===== config.mk =====
export PLATFORM = sky130hd
export DESIGN_NAME = wake_sequencer_flat
export DESIGN_NICKNAME = d
export VERILOG_FILES = /design/src/rtl/wake_sequencer_if.sv /design/src/rtl/wake_sequencer.sv /design/src/flat_wrapper.sv
export SDC_FILE = /design/constraint.sdc
export NUM_CORES = 1
export LEC_CHECK = 0
export ABC_AREA = 1
export BUFFER_PORTS_ARGS = -buffer_cell sky130_fd_sc_hd__buf_2
export CAP_MARGIN = 20
export CORE_MARGIN = 2
export CORE_UTILIZATION = 50
export DETAILED_ROUTE_END_ITERATION = 8
export PLACE_DENSITY = 0.69
export SYNTH_ARGS = -nofsm -noshare
export SYNTH_HDL_FRONTEND = slang
export SYNTH_SLANG_ARGS = --single-unit
export TNS_END_PERCENT = 10

===== constraint.sdc =====
create_clock -name clk_i -period 1.77 [get_ports clk_i]
set_input_delay 0.354 -clock clk_i [delete_from_list [all_inputs] [get_ports clk_i]]
set_output_delay 0.354 -clock clk_i [all_outputs]
set_load 0.02 [all_outputs]

===== src/rtl/wake_sequencer_if.sv =====
// Pin-side bundle of the wake sequencer: VAD, DFE strobe, detection in; enables, gate, wake out.
// WAKE_COUNT_EN adds the wake_count_o debug counter to the bundle.
interface wake_sequencer_if;
    logic        vad_i;
    logic        dfe_valid_i;
    logic        wake_det_i;
    logic        pipeline_en_o;
    logic        flush_o;
    logic        dfe_gate_o;
    logic        wake_o;
    logic [2:0]  state_o;
`ifdef WAKE_COUNT_EN
    logic [15:0] wake_count_o;
`endif

    modport slave (
        input  vad_i,
        input  dfe_valid_i,
        input  wake_det_i,
        output pipeline_en_o,
        output flush_o,
        output dfe_gate_o,
        output wake_o,
        output state_o
`ifdef WAKE_COUNT_EN
        , output wake_count_o
`endif
    );

    modport master (
        output vad_i,
        output dfe_valid_i,
        output wake_det_i,
        input  pipeline_en_o,
        input  flush_o,
        input  dfe_gate_o,
        input  wake_o,
        input  state_o
`ifdef WAKE_COUNT_EN
        , input wake_count_o
`endif
    );
endinterface


===== src/rtl/wake_sequencer.sv =====
// Power/wake control FSM around the VAD pin: warm-up, active, hangover, wake pulse, cooldown.
// Optional saturating wake-event counter under WAKE_COUNT_EN.
module wake_sequencer #(
    parameter int unsigned WARMUP_SAMPLES  = 16,
    parameter int unsigned HANG_CYCLES     = 16384,
    parameter int unsigned WAKE_CYCLES     = 1024,
    parameter int unsigned COOLDOWN_CYCLES = 4096,
    parameter int unsigned CNT_W           = 16
) (
    input  logic             clk_i,
    input  logic             rst_i,
    wake_sequencer_if.slave  bus
);
    localparam logic [2:0] S_IDLE     = 3'd0;
    localparam logic [2:0] S_WARMUP   = 3'd1;
    localparam logic [2:0] S_ACTIVE   = 3'd2;
    localparam logic [2:0] S_HANG     = 3'd3;
    localparam logic [2:0] S_WAKE     = 3'd4;
    localparam logic [2:0] S_COOLDOWN = 3'd5;

    localparam logic [CNT_W-1:0] WARM_LAST = CNT_W'(WARMUP_SAMPLES - 1);
    localparam logic [CNT_W-1:0] HANG_LAST = CNT_W'(HANG_CYCLES - 1);
    localparam logic [CNT_W-1:0] WAKE_LAST = CNT_W'(WAKE_CYCLES - 1);
    localparam logic [CNT_W-1:0] COOL_LAST = CNT_W'(COOLDOWN_CYCLES - 1);
    localparam logic [CNT_W-1:0] CNT_ZERO  = '0;

    logic             sync1_reg;
    logic             sync2_reg;
    logic [2:0]       state_reg;
    logic [2:0]       state_next;
    logic [CNT_W-1:0] cnt_reg;
    logic [CNT_W-1:0] cnt_next;
    logic             flush_reg;
    logic             flush_next;
    logic             wake_reg;
    logic             wake_next;
    logic             vad_s;

    assign vad_s = sync2_reg;

    // vad_i is asynchronous to clk_i; two flops before the FSM sees it.
    always_ff @(posedge clk_i) begin
        if (rst_i) begin
            sync1_reg <= 1'b0;
            sync2_reg <= 1'b0;
        end else begin
            sync1_reg <= bus.vad_i;
            sync2_reg <= sync1_reg;
        end
    end

    always_comb begin
        state_next = state_reg;
        cnt_next   = cnt_reg;
        flush_next = 1'b0;
        case (state_reg)
            S_IDLE: begin
                if (vad_s) begin
                    state_next = S_WARMUP;
                    cnt_next   = CNT_ZERO;
                    flush_next = 1'b1;
                end
            end
            S_WARMUP: begin
                if (!vad_s) begin
                    state_next = S_IDLE;
                end else if (bus.dfe_valid_i) begin
                    if (cnt_reg == WARM_LAST) begin
                        state_next = S_ACTIVE;
                        cnt_next   = CNT_ZERO;
                    end else begin
                        cnt_next = cnt_reg + 1'b1;
                    end
                end
            end
            S_ACTIVE: begin
                // A detection outranks a simultaneous VAD drop.
                if (bus.wake_det_i) begin
                    state_next = S_WAKE;
                    cnt_next   = WAKE_LAST;
                end else if (!vad_s) begin
                    state_next = S_HANG;
                    cnt_next   = HANG_LAST;
                end
            end
            S_HANG: begin
                if (bus.wake_det_i) begin
                    state_next = S_WAKE;
                    cnt_next   = WAKE_LAST;
                end else if (vad_s) begin
                    state_next = S_ACTIVE;
                end else if (cnt_reg == CNT_ZERO) begin
                    state_next = S_IDLE;
                end else begin
                    cnt_next = cnt_reg - 1'b1;
                end
            end
            S_WAKE: begin
                if (cnt_reg == CNT_ZERO) begin
                    state_next = S_COOLDOWN;
                    cnt_next   = COOL_LAST;
                end else begin
                    cnt_next = cnt_reg - 1'b1;
                end
            end
            S_COOLDOWN: begin
                if (cnt_reg == CNT_ZERO) begin
                    state_next = S_IDLE;
                end else begin
                    cnt_next = cnt_reg - 1'b1;
                end
            end
            default: begin
                state_next = S_IDLE;
                cnt_next   = CNT_ZERO;
            end
        endcase
        wake_next = (state_next == S_WAKE);
    end

    always_ff @(posedge clk_i) begin
        if (rst_i) begin
            state_reg <= S_IDLE;
            cnt_reg   <= CNT_ZERO;
            flush_reg <= 1'b0;
            wake_reg  <= 1'b0;
        end else begin
            state_reg <= state_next;
            cnt_reg   <= cnt_next;
            flush_reg <= flush_next;
            wake_reg  <= wake_next;
        end
    end

    assign bus.pipeline_en_o = (state_reg == S_WARMUP) || (state_reg == S_ACTIVE) ||
                               (state_reg == S_HANG);
    assign bus.dfe_gate_o    = bus.dfe_valid_i &&
                               ((state_reg == S_ACTIVE) || (state_reg == S_HANG));
    assign bus.flush_o       = flush_reg;
    assign bus.wake_o        = wake_reg;
    assign bus.state_o       = state_reg;

`ifdef WAKE_COUNT_EN
    logic [15:0] wake_count_reg;

    always_ff @(posedge clk_i) begin
        if (rst_i) begin
            wake_count_reg <= 16'h0000;
        end else if ((state_next == S_WAKE) && (state_reg != S_WAKE) &&
                     (wake_count_reg != 16'hFFFF)) begin
            wake_count_reg <= wake_count_reg + 16'h0001;
        end
    end

    assign bus.wake_count_o = wake_count_reg;
`endif
endmodule


===== src/flat_wrapper.sv =====
// flat-port wrapper written by rule: the top's interface ports become plain ports
module wake_sequencer_flat 
#(
    parameter int unsigned WARMUP_SAMPLES  = 16,
    parameter int unsigned HANG_CYCLES     = 16384,
    parameter int unsigned WAKE_CYCLES     = 1024,
    parameter int unsigned COOLDOWN_CYCLES = 4096,
    parameter int unsigned CNT_W           = 16
)
  (clk_i, rst_i, bus_vad_i, bus_dfe_valid_i, bus_wake_det_i, bus_pipeline_en_o, bus_flush_o, bus_dfe_gate_o, bus_wake_o, bus_state_o);
  wake_sequencer_if bus_i ();
  input  logic clk_i;
  input  logic rst_i;
  input wire logic [$bits(bus_i.vad_i)-1:0] bus_vad_i;
  input wire logic [$bits(bus_i.dfe_valid_i)-1:0] bus_dfe_valid_i;
  input wire logic [$bits(bus_i.wake_det_i)-1:0] bus_wake_det_i;
  output wire logic [$bits(bus_i.pipeline_en_o)-1:0] bus_pipeline_en_o;
  output wire logic [$bits(bus_i.flush_o)-1:0] bus_flush_o;
  output wire logic [$bits(bus_i.dfe_gate_o)-1:0] bus_dfe_gate_o;
  output wire logic [$bits(bus_i.wake_o)-1:0] bus_wake_o;
  output wire logic [$bits(bus_i.state_o)-1:0] bus_state_o;
  assign bus_i.vad_i = bus_vad_i;
  assign bus_i.dfe_valid_i = bus_dfe_valid_i;
  assign bus_i.wake_det_i = bus_wake_det_i;
  assign bus_pipeline_en_o = bus_i.pipeline_en_o;
  assign bus_flush_o = bus_i.flush_o;
  assign bus_dfe_gate_o = bus_i.dfe_gate_o;
  assign bus_wake_o = bus_i.wake_o;
  assign bus_state_o = bus_i.state_o;
  wake_sequencer #(.WARMUP_SAMPLES(WARMUP_SAMPLES), .HANG_CYCLES(HANG_CYCLES), .WAKE_CYCLES(WAKE_CYCLES), .COOLDOWN_CYCLES(COOLDOWN_CYCLES), .CNT_W(CNT_W)) u_core (.clk_i(clk_i), .rst_i(rst_i), .bus(bus_i));
endmodule

==> results of run 1 <==
## critical path, cell delays in order (launching register included)
cell and delay (ns):
dfxtp_1 0.33, nor2_2 0.16, nand2_1 0.13, nor2_4 0.19, nand2_4 0.11, ha_1 0.28, nand2_1 0.06, o21ai_0 0.07
o21ai_1 0.15, a21oi_1 0.08
## final cells by class
class / instances / area share
timing repair buffer: 46 / 0.1238
clock inverter: 1 / 0.001950
multi-input combinational: 287 / 0.5826
clock buffer: 3 / 0.01609
sequential: 23 / 0.1828
inverter: 46 / 0.06728
tap: 52 / 0.02535
## power groups by stage
stage               clock network, mW  registers [mW]  logic (mW)
floorplan                           0           0.537      0.0271
global placement                    0           0.536      0.0478
detailed placement                  0           0.536      0.0484
CTS                             0.356           0.524      0.0484
global route                    0.376           0.524      0.0530
finish                          0.347           0.524      0.0486
## logic make-up after synthesis
logic type,share of synthesized area
xor gates and xnor gates,0.01602
DFF,0.2105
buffers and inverters,0.1196
and+or+nand+nor,0.4886
adders and majority gates,0.02860
AOI/OAI and AO/OA,0.1367
## what timing repair did
item / 4_1_cts / 5_1_grt
setup buffers: 1 / 4
setup endpoints to repair: 1 / 13
pin swaps: 1 / 4
hold buffers: 0 / 0
resized for setup: 0 / 14
## worst paths after layout
| check | end | slack [ns] | depth (start not counted) |
|---|---|---|---|
| worst min-delay path | u_core.sync1_reg$_SDFF_PP0_ | 0.29 | 3 |
| worst max register to register | u_core.cnt_reg[0]$_SDFFE_PP0P_ | 0.12 | 9 |
| worst min register to register | u_core.sync2_reg$_SDFF_PP0_ | 0.42 | 2 |
| worst max-delay path | u_core.cnt_reg[0]$_SDFFE_PP0P_ | 0.12 | 9 |
## through the flow
step / setup WS [ns] / utilization
after floorplan: 0.01365 / -
after global placement: 0.06165 / 0.5720
after detailed placement: 0.003012 / 0.5720
after CTS: 0.01267 / 0.5845
after global routing: -0.003291 / 0.5976
final: 0.1162 / 0.5976
## cell usage in the layout, fill, tap and decap left out, types with 2 or more instances in the layout
master / count
a21oi_1: 18
a21oi_2: 4
buf_2: 11
buf_4: 35
clkbuf_8: 3
dfxtp_1: 16
dfxtp_2: 7
ha_1: 4
inv_1: 42
inv_2: 4
nand2_1: 123
nand2_2: 7
nand3_1: 33
nand3_2: 3
nand3b_1: 2
nand4_1: 14
nor2_1: 26
nor2_2: 8
nor2_4: 8
nor3_1: 3
o21ai_0: 9
o21ai_1: 9
or2_2: 2
xor2_1: 4
## per-layer routing
layer / track usage / share of wire
met1: 0.3635 / 0.48
met5: 0 / 0
met3: 0.02597 / 0.049
met4: 0.05342 / 0.015
met2: 0.4106 / 0.46
==> metrics.md, run 1 <==
| Metric | Value |
|---|---|
| Post-DRT Antenna Nets | 0 |
| Core area | roughly 4300 sq um |
| Clock Tree Buf Depth | 2 |
| Synth top area cells | nand2_1 21%, dfxtp_1 21%, inv_1 7.6%, nand3_1 7.6%, nor2_1 4.8% |
| HP Class | in2reg |
| Net Sw Frac | 0.2461 |
| Max reg flops | 16 |
| Post-synthesis async set-or-reset flop share | 0 |
| NetSw | about 0.23 mW |
| Slew Viols, Final | 0 |
| Design Area, Final | ~2600 sq um |
| CP startpoint kind | register |
| Clock network latency to the later pin of the worst-skew pair | 0.27 ns |
| Largest net degree at the start of global routing | 14 |
| Count of different cell masters after synthesis | 33 |
| Initial antenna violation count | 0 |
| Area occupied by multi-input gates | 1495 sq um |
| Cells after synthesis | approximately 370 |
| Max-cap violations | 0 |
| Clock H-tree levels | 1 |
| Slew Limit Headroom | 0.7695 |
| Area growth, synth to finish | 17.33% |
| Final Setup Violations | 0 |
| Part of the power in combinational logic | 0.053 |
| WS Path Type | reg2reg |
| Clock Root Buffer | clkbuf_8 |
| Syn nets | 379 |
| Post-DP Area | roughly 2500 sq um |
| Status | finished, final reports clean |
| Leakage | between 1 and 1.5 nW |
| Count leader, synth | nand2_1 |
| Starting density of the core | 0.5093 |
| Clock power share | 0.377 |
| Post-synth top area share | 0.2128 |
| Flop pwr share | 0.570 |
| Placer Congestion | approximately 0.99 |
| Post-synth EDFFs | 0 |
| Gr ovfl total | 0 |
| Ys flop type | dfxtp_1 |
| Cell area power density | 358.2 nW/um^2 |
| Fin. Hold Viols | 0 |
| Fin crit share | 0.9343 |
| R2r startpoint | u_core.cnt_reg[8]$_SDFFE_PP0P_ |
| CTS buffer count | 3 |
| Die ar. | 4919 sq um |
| Min Hold Slack | 0.2867 ns |
| CP endpoint kind | register |
| Clock Skews | 0.002697 ns |
| Via-to-Cell Ratio | between 5 and 6 |
| Slew @ Worst Pin | 0.3458 ns |
| CTS tree | built |
| Crit Path Max Fanout | 8 |
| Post-synth top cells | 124 x nand2_1, 44 x inv_1, 33 x nand3_1, 28 x nor2_1, 23 x dfxtp_1 |
| Drt drc | 0 |
| # diodes | 0 |
| Sequential-to-total area share from yosys stat | 0.2105 |
| CTS sink cnt | 23 |
| Input/output buffers | 11 |
| Global-route wire length before repair | approximately 10,000 microns |
| Layout net count | 417 |
| Non-Filler Instances | about 460 |
| Area leader, netlist | nand2_1 |
| WL final | approximately 5900 microns |
| Fillers | 446 |
| Power Internal | between 0.6 and 0.7 mW |
| Via count | roughly 2,400 |
| Critical path launch point | u_core.cnt_reg[8]$_SDFFE_PP0P_ |
| Warnings from Yosys | 0 |
| Setup TNS | 0 ns |
| DIE HEIGHT | ~70 microns |
| Drt wl/cell | 12.89 microns |
| Layout cells sized above 1 | 0.2414 |
| Pre-antenna DRT Iters | 4 |
| Fmax | approximately 600 MHz |
| Hold wc startpoint | bus_vad_i |
| Gr usage total | 0.2530 |
| Power, Total | ~0.92 mW |
| Avg Inst Size Synth | slightly below 6 sq um |
| 1st-iter DRT viols | about 240 |
| Vias in the first global route | 2,257 |
| Number of synthesized register bits | 23 |
| Row Count | 24 |
| Worst-path clk slew | about 0.09 ns |
| Num ports | 12 |
| Placed Cells | between 400 and 500 |
| Storage cell area | between 400 and 500 sq um |
| Req. time, crit path | 1.93 ns |
| Post-Synthesis Cell Area | 2187 sq um |
| HPWL after DPL | about 4600 microns |
| Minimum clock period | 1.654 ns |
| Critical Path AT | approximately 1.8 ns |
| Maximum vdd drop | around 0.47 mV |
| DIE WIDTH | around 70 microns |
Note: power is estimated with default switching activity, not from simulation.
==> inputs of run 2 (changes only) <==
--- a/config.mk
+++ b/config.mk
@@ -11,7 +11,9 @@
 export CORE_MARGIN = 2
 export CORE_UTILIZATION = 50
 export DETAILED_ROUTE_END_ITERATION = 8
+export MAX_ROUTING_LAYER = met4
 export PLACE_DENSITY = 0.69
+export RECOVER_POWER = 100
 export SYNTH_ARGS = -nofsm -noshare
 export SYNTH_HDL_FRONTEND = slang
 export SYNTH_SLANG_ARGS = --single-unit
==> run 2 against run 1 <==
Net effect:
- non-clock buffer count is the same
- maximum frequency shrank 1.7%
- via count grew 0.79%
- power grew 1.4%
- clock power grew 4%
- critical path depth grew 3
- die area is the same
- clock skew grew 0.0060 ns
- flip-flop and latch count is the same
- critical path type unchanged
- largest power group unchanged
==> metrics.md, run 2 (same netlist as run 1, synthesis figures left out) <==
| Metric | Value |
|---|---|
| Status | finished, final reports clean |
| Req. time, crit path | a little under 2 ns |
| Layout cells sized above 1 | 0.2044 |
| Minimum clock period | 1.683 ns |
| Input/output buffers | 11 |
| Num ports | 12 |
| Setup TNS | 0 ns |
| Fin. Hold Viols | 0 |
| Gr usage total | 0.2646 |
| WS Path Type | reg2reg |
| Cell area power density | approximately 370 nW/um^2 |
| Fmax | 594.2 MHz |
| Maximum vdd drop | roughly 0.30 mV |
| Core area | 4294 sq um |
| WL final | ~6000 microns |
| DIE HEIGHT | ~70 microns |
| Worst-path clk slew | 0.10 ns |
| Layout net count | between 400 and 500 |
| Via-to-Cell Ratio | 5.293 |
| Most common cell after layout, fill and taps aside | nand2_1 |
| CP startpoint kind | register |
| Die ar. | about 4900 sq um |
| Placer Congestion | slightly below 1 |
| Clock Skews | around 0.0087 ns |
| Clock H-tree levels | 1 |
| Vias in the first global route | about 2,200 |
| Most frequent cells in the layout | 124 x nand2_1, 43 x inv_1, 34 x buf_4, 33 x nand3_1, 26 x nor2_1 |
| Drt drc | 0 |
| HPWL after DPL | around 4700 microns |
| Via count | around 2,400 |
| DIE WIDTH | approximately 70 microns |
| HP Class | in2reg |
| Max-cap violations | 0 |
| Crit Path Max Fanout | 7 |
| Pre-antenna DRT Iters | 4 |
| Clock Tree Buf Depth | 2 |
| Slew Viols, Final | 0 |
| Slew Limit Headroom | 0.7605 |
| Largest net degree at the start of global routing | 13 |
| Design Area, Final | ~2500 sq um |
| Gr ovfl total | 0 |
| Final Setup Violations | 0 |
| Initial antenna violation count | 0 |
| # diodes | 0 |
| CTS buffer count | 3 |
| Global-route wire length before repair | about 10,000 microns |
| CP endpoint kind | register |
| Area growth, synth to finish | 16.02% |
| Storage cell area | around 460 sq um |
| Post-DRT Antenna Nets | 0 |
| Reg2reg setup slack | a little under 0.09 ns |
| Fillers | roughly 440 |
| Max reg flops | 16 |
| Slew @ Worst Pin | 0.3592 ns |
| Leakage | approximately 1.2 nW |
| Starting density of the core | 0.5093 |
| Clock network latency to the later pin of the worst-skew pair | between 0.2 and 0.3 ns |
| Drt wl/cell | 13.35 microns |
| Post-DP Area | 2464 sq um |
| CTS sink cnt | 23 |
| CTS tree | built |
| Area occupied by multi-input gates | between 1000 and 1500 sq um |
| RSZ-0062 raised after global routing | true |
| Row Count | 24 |
| 1st-iter DRT viols | approximately 220 |
| Clock Root Buffer | clkbuf_8 |
| Fin crit share | 0.9508 |
| Critical Path AT | around 1.9 ns |
-- run 2: cell types whose count changed in the layout (fill, tap and decap cells not counted), sizes merged --
| cell | delta |
|---|---|
| buf | -6 |
| clkbuf | +7 |
| clkinv | -1 |
-- run 2: metrics by stage --
step / std cells / utilization / total power [mW] / hold WS [ns] / setup slack [ns]
2_1_floorplan: 369 / - / 0.5639 / 0.3883 / 0.01365
3_3_place_gp: 450 / 0.5737 / 0.5845 / 0.3894 / 0.03476
3_5_place_dp: 450 / 0.5737 / 0.5846 / 0.3977 / -0.0004635
4_1_cts: 455 / 0.5860 / 0.9291 / 0.2801 / 0.01854
5_1_grt: 458 / 0.5909 / 0.9561 / 0.2789 / -0.02351
6_report: 458 / 0.5909 / 0.9324 / 0.2798 / 0.08708
-- run 2: cell type report --
cell class,count,area share
clock buffer,4,0.01775
timing repair buffer,46,0.1213
multi-input combinational,287,0.5848
inverter,46,0.06805
tap,52,0.02564
sequential,23,0.1824
-- run 2: layer usage --
metal  track usage  part of all wire
met1        0.3499              0.48
met2        0.4085              0.45
met3       0.04329             0.051
met4       0.09615             0.023
met5             -                 0
-- run 2: report_power, final --
part           switching, mW  internal [mW]
sequential           0.00400          0.520
clock                  0.198          0.162
combinational         0.0332         0.0147
-- run 2: repair_timing --
| item | CTS | global route |
|---|---|---|
| pin swaps | 1 | 3 |
| gates resized for setup | 0 | 9 |
| endpoints found under the setup margin | 1 | 10 |
| setup buffers | 1 | 3 |
| hold buffers | 0 | 0 |
-- run 2: final timing paths --
path | from | endpoint | depth (start not counted)
hold / removal | bus_vad_i | u_core.sync1_reg$_SDFF_PP0_ | 3
setup / recovery | u_core.cnt_reg[8]$_SDFFE_PP0P_ | u_core.cnt_reg[3]$_SDFFE_PP0P_ | 12
hold reg to reg | u_core.sync1_reg$_SDFF_PP0_ | u_core.sync2_reg$_SDFF_PP0_ | 2
setup reg to reg | u_core.cnt_reg[8]$_SDFFE_PP0P_ | u_core.cnt_reg[3]$_SDFFE_PP0P_ | 12
-- run 2: critical path, cell delays in order (launching register included) --
cell and delay [ns]:
dfxtp_1 0.33, nor2_2 0.18, nand2_1 0.14, nor2_4 0.16
nand2_4 0.10, buf_4 0.15, inv_2 0.05, nand2_1 0.12
nand2_1 0.10, nor2_1 0.05, nand2_1 0.06, nand2_1 0.05
a21oi_1 0.12
